## src/rtl/pipeline_hazard_ctrl.sv

```systemverilog
// Pipeline hazard controller: load-use stalls, taken-branch flushes, and data-memory wait with timeout.
// Optional performance counters are built only when HAZ_PERF_CNT_EN is defined.
module pipeline_hazard_ctrl #(
  parameter int unsigned TIMEOUT_CYC = 255
) (
  input  logic        CLK,
  input  logic        RSTn,
  input  logic        use_rs1_id,
  input  logic        use_rs2_id,
  input  logic [4:0]  rs1_id,
  input  logic [4:0]  rs2_id,
  input  logic [4:0]  rd_ex,
  input  logic        memread_ex,
  input  logic        taken_ex,
  input  logic        dmem_req,
  input  logic        dmem_ready,
  output logic        pc_write,
  output logic        ifid_write,
  output logic        idex_write,
  output logic        exmem_write,
  output logic        ifid_flush,
  output logic        idex_flush,
  output logic        memwb_flush,
  output logic        mem_timeout,
  output logic [31:0] stall_cycles,
  output logic [31:0] flush_count,
  output logic [1:0]  fsm_state     // 0 RUN, 1 MEM_WAIT, 2 HALT
);

  typedef enum logic [1:0] {
    ST_RUN      = 2'd0,
    ST_MEM_WAIT = 2'd1,
    ST_HALT     = 2'd2
  } state_t;

  localparam logic [7:0] TIMEOUT_LIM = 8'(TIMEOUT_CYC);

  state_t     state;
  state_t     state_next;
  logic [7:0] wait_cnt;
  logic [7:0] wait_cnt_next;
  logic [7:0] wait_inc;
  logic       mem_stall;
  logic       load_use;

  assign mem_stall = dmem_req & ~dmem_ready;
  assign load_use  = memread_ex & (rd_ex != 5'd0) &
                     ((use_rs1_id & (rs1_id == rd_ex)) |
                      (use_rs2_id & (rs2_id == rd_ex)));

  // wait_cnt holds the length of the current stall episode, so the first
  // stalled cycle (still in RUN) counts as one.
  assign wait_inc  = (state == ST_MEM_WAIT) ? (wait_cnt + 8'd1) : 8'd1;
  assign fsm_state = state;

  always_ff @(posedge CLK) begin
    if (!RSTn) begin
      state    <= ST_RUN;
      wait_cnt <= 8'd0;
    end else begin
      state    <= state_next;
      wait_cnt <= wait_cnt_next;
    end
  end

  always_comb begin
    state_next    = state;
    wait_cnt_next = wait_cnt;
    case (state)
      ST_RUN, ST_MEM_WAIT: begin
        if (mem_stall) begin
          wait_cnt_next = wait_inc;
          state_next    = (wait_inc == TIMEOUT_LIM) ? ST_HALT : ST_MEM_WAIT;
        end else begin
          wait_cnt_next = 8'd0;
          state_next    = ST_RUN;
        end
      end
      ST_HALT: begin
        state_next    = ST_HALT;
        wait_cnt_next = wait_cnt;
      end
      default: begin
        state_next    = ST_RUN;
        wait_cnt_next = 8'd0;
      end
    endcase
  end

  // A MEM_WAIT cycle without mem_stall resolves exactly like RUN, so any
  // branch flush or load-use bubble held during the freeze is applied here.
  always_comb begin
    pc_write    = 1'b1;
    ifid_write  = 1'b1;
    idex_write  = 1'b1;
    exmem_write = 1'b1;
    ifid_flush  = 1'b0;
    idex_flush  = 1'b0;
    memwb_flush = 1'b0;
    mem_timeout = 1'b0;
    if (!RSTn) begin
      pc_write    = 1'b0;
      ifid_write  = 1'b0;
      idex_write  = 1'b0;
      exmem_write = 1'b0;
      ifid_flush  = 1'b1;
      idex_flush  = 1'b1;
      memwb_flush = 1'b1;
    end else if (state == ST_HALT) begin
      pc_write    = 1'b0;
      ifid_write  = 1'b0;
      idex_write  = 1'b0;
      exmem_write = 1'b0;
      mem_timeout = 1'b1;
    end else if (mem_stall) begin
      pc_write    = 1'b0;
      ifid_write  = 1'b0;
      idex_write  = 1'b0;
      exmem_write = 1'b0;
      memwb_flush = 1'b1;
    end else if (taken_ex) begin
      ifid_flush  = 1'b1;
      idex_flush  = 1'b1;
    end else if (load_use) begin
      pc_write    = 1'b0;
      ifid_write  = 1'b0;
      idex_flush  = 1'b1;
    end
  end

`ifdef HAZ_PERF_CNT_EN
  logic [31:0] stall_q;
  logic [31:0] flush_q;

  always_ff @(posedge CLK) begin
    if (!RSTn) begin
      stall_q <= 32'd0;
      flush_q <= 32'd0;
    end else begin
      if (!pc_write && (stall_q != 32'hFFFF_FFFF)) stall_q <= stall_q + 32'd1;
      if (ifid_flush && (flush_q != 32'hFFFF_FFFF)) flush_q <= flush_q + 32'd1;
    end
  end

  assign stall_cycles = stall_q;
  assign flush_count  = flush_q;
`else
  assign stall_cycles = 32'd0;
  assign flush_count  = 32'd0;
`endif

endmodule

```

## config.mk

```make
export PLATFORM = sky130hd
export DESIGN_NAME = pipeline_hazard_ctrl
export DESIGN_NICKNAME = d
export VERILOG_FILES = /design/src/rtl/pipeline_hazard_ctrl.sv
export SDC_FILE = /design/constraint.sdc
export NUM_CORES = 1
export LEC_CHECK = 0
export BUFFER_PORTS_ARGS = -buffer_cell sky130_fd_sc_hd__buf_2
export CORE_MARGIN = 2
export CORE_UTILIZATION = 44
export CTS_CLUSTER_DIAMETER = 80
export DETAILED_ROUTE_END_ITERATION = 7
export GPL_ROUTABILITY_DRIVEN = 0
export GPL_TIMING_DRIVEN = 0
export PLACE_DENSITY = 0.88
export SLEW_MARGIN = 20
export SYNTH_ARGS = -nofsm -noshare
export SYNTH_HDL_FRONTEND = slang
export SYNTH_SLANG_ARGS = --single-unit
```

## constraint.sdc

```tcl
create_clock -name CLK -period 4.3 [get_ports CLK]
set_input_delay 0.215 -clock CLK [delete_from_list [all_inputs] [get_ports CLK]]
set_output_delay 0.215 -clock CLK [all_outputs]
set_load 0.005 [all_outputs]
```

==> impl_results.md <==
* Yosys cell types at 44
* TritonCTS buffer count at 3
* Largest net degree at the start of global routing at 11
* Worst Path Max Fanout at 7
* Initial Util at 0.4705
* RSZ-0062 raised after global routing: no
* Final antenna diode count at 0
* Fin nets at 287
* Antenna-violating nets left at 0
* Setup TNS at 0 ns
* H-Tree Depth at 1
* Reg-to-Reg Start: wait_cnt[0]$_SDFFE_PN0N_
* Clk pin slew, worst setup/hold paths at 0.07 ns
* TritonCTS Sinks at 10
* Final Hold Vio Count at 0
* Cts repair resizes at 0
* Synth top area share at 0.3843
* Initial drt markers at 17
* Clk buf depth at 2
* Period minus WS final at 1.898 ns
* Worst EP arrival at 1.68 ns
* Core ar. at 2781 µm²
* Final period utilization at 0.4415
* Num ports at 97
* Fin. max-slew vios at 0
* Post-synth EDFFs at 0
* Crit path launch: fsm_state[1]$_SDFF_PN0_
* Root Buffer: clkbuf_4
* Final Setup Violations at 0
* Sequential standard cell area at 200.2 µm²
* Die X at 58.54 µm
* Share of layout cells above drive strength 1 at 0.4275
* Die area at 3427 µm²
* Pwr Total at 0.2776 mW
* Status: finished clean
* Setup Buffers After CTS at 0
* Final WL at 2.518 mm
* Layout Skew at 0.003145 ns
* Drc violations at 0
* Worst reg2reg endpoint: fsm_state[0]$_SDFF_PN0_
* Die Height at 58.54 µm
* Critical path class: reg -> out
* Area leader, netlist: buf_4
* First-pass GRT wire length at 3.870 mm
* CTS tree: yes
* Initial antenna violation count at 0
* Synthesis-to-layout area growth at 36.04%
* Top post-synthesis cells by area: buf_4 38%, dfxtp_1 15%, xor2_1 5.4%
* CP Capture Type: output pin
* Post-Synthesis Cell Area at 1309 µm²
* Routed len/inst at 8.594 µm
* DRT Pass-1 Iters at 4
* PD cells at 155.9 nW/µm²
* Critical Path Start Type: flip-flop
* Yosys warnings at 0
* Vias at 1,185
* PortBufs at 32
* GRT Overall Usage at 0.1444
* DP HPWL at 2.209 mm
* Synth async-reset ratio at 0
* Cell Rows at 19
* Critical Path RT at 4.09 ns
* Vias in the first global route at 942
* Seq cells post-synth at 10
* DR vias/cell at 4.044
* Reg2Reg Setup Slack at 2.56 ns
* Worst Reg-to-Reg Cells at 6
* # hold bufs at CTS at 0
* Ys flop type: dfxtp_1
* Hold_ws at 0.2549 ns
* Clock Latency Late Sink at 0.27 ns
* Crit path capture: pc_write
* Maximum Capacitance Violations at 0
* Seq/Total Area, Yosys at 0.1530
* Fill cells at 253
* GRT Residual Overflow at 0
* Mapped Cells at 163
* FMAX at 526.8 MHz
* Lkg Pwr at 0.9997 nW
* Hold WC Path Type: in -> reg
* Worst VDD drop at 141.0 µV
* Syn avg cell area at 8.029 µm²
* Area of the multi-input gates at 794.5 µm²
-- layout make-up --
cell class | count | share of cell area
buffer | 70 | 0.3008
clock buffer | 4 | 0.02038
inverter | 4 | 0.008433
multi-input combinational | 142 | 0.4462
sequential | 10 | 0.1124
tap | 31 | 0.02178
timing repair buffer | 32 | 0.08995
-- power breakdown --
group / total [mW] / internal (mW) / switching [mW]
Sequential: 0.0945 / 0.0933 / 0.00124
Combinational: 0.0958 / 0.0580 / 0.0379
Clock: 0.0872 / 0.0515 / 0.0357
Total: 0.278 / 0.203 / 0.0749
-- worst min path at each step --
stage / start / end / cells past startpoint / slack (ns)
CTS: dmem_ready / fsm_state[0]$_SDFF_PN0_ / 3 / 0.27
floorplan: RSTn / fsm_state[1]$_SDFF_PN0_ / 2 / 0.40
finish: dmem_ready / fsm_state[0]$_SDFF_PN0_ / 3 / 0.25
global route: dmem_ready / fsm_state[0]$_SDFF_PN0_ / 3 / 0.28
global placement: wait_cnt[6]$_SDFFE_PN0N_ / wait_cnt[6]$_SDFFE_PN0N_ / 1 / 0.48
detailed placement: wait_cnt[6]$_SDFFE_PN0N_ / wait_cnt[6]$_SDFFE_PN0N_ / 1 / 0.49
-- registers in the layout, indices dropped and copies added (netlist names) --
| name | flops |
|---|---|
| fsm_state | 2 |
| wait_cnt | 8 |
-- through the flow --
step           setup WS (ns)  cell area (µm²)  instances  utilization
6_report               2.402             1780        293       0.6401
5_1_grt                2.263             1780        293       0.6401
4_1_cts                2.402             1780        293       0.6401
3_5_place_dp           2.579             1744        289       0.6271
3_3_place_gp           2.605             1744        289       0.6271
2_1_floorplan          2.695             1545        226            -
-- layer usage --
layer | routed length (µm) | global-route usage | share of wire
met3 | 250 | 0.03516 | 0.099
met4 | 45 | 0.07973 | 0.018
met5 | 0 | 0 | 0
met2 | 1305 | 0.2536 | 0.52
met1 | 916 | 0.1582 | 0.36
-- cell usage after synthesis, drive strengths merged (2+ instances only) --
cell type / n
buf: 68
dfxtp: 10
nand2: 9
xor2: 8
a31oi: 5
o21ai: 5
inv: 4
nand3: 4
nor2b: 4
a21o: 3
a21oi: 3
and2: 3
nor2: 3
nor4: 3
xnor2: 3
a22oi: 2
clkbuf: 2
o211ai: 2
o31ai: 2
-- kinds of logic after synthesis --
logic type | count (synthesis) | share of synthesized area
xor gates and xnor gates | 11 | 0.07362
buffers and inverters | 74 | 0.4206
AOI/OAI and AO/OA | 29 | 0.1750
other | 1 | 0.002865
DFF | 10 | 0.1530
adders and majority gates | 1 | 0.009559
and+or+nand+nor | 37 | 0.1654
-- worst max-delay path: stages (launching register included) --
cell     delay (ns)
dfxtp_1        0.37
nor2b_1        0.40
nor2_1         0.09
and2_1         0.19
o31a_1         0.11
buf_4          0.13
buf_2          0.11
-- cell usage in the layout (no fill, tap or decap), types with 2 or more instances in the layout --
cell	synthesis	layout
clkbuf_8	2	3
nand3_1	4	4
inv_1	4	4
nor4_1	3	3
a22oi_1	2	2
conb_1	1	64
o21ai_0	5	5
buf_2	1	33
and2_0	2	2
buf_4	67	67
a21o_1	2	2
dfxtp_1	10	10
a31oi_1	5	5
a21oi_1	2	2
xor2_1	8	8
nor2b_1	4	4
o211ai_1	2	2
xnor2_1	3	3
nand2_1	9	9
clkbuf_4	0	3
nor2_1	3	3
No activity file was read; power rests on OpenSTA's default activity.
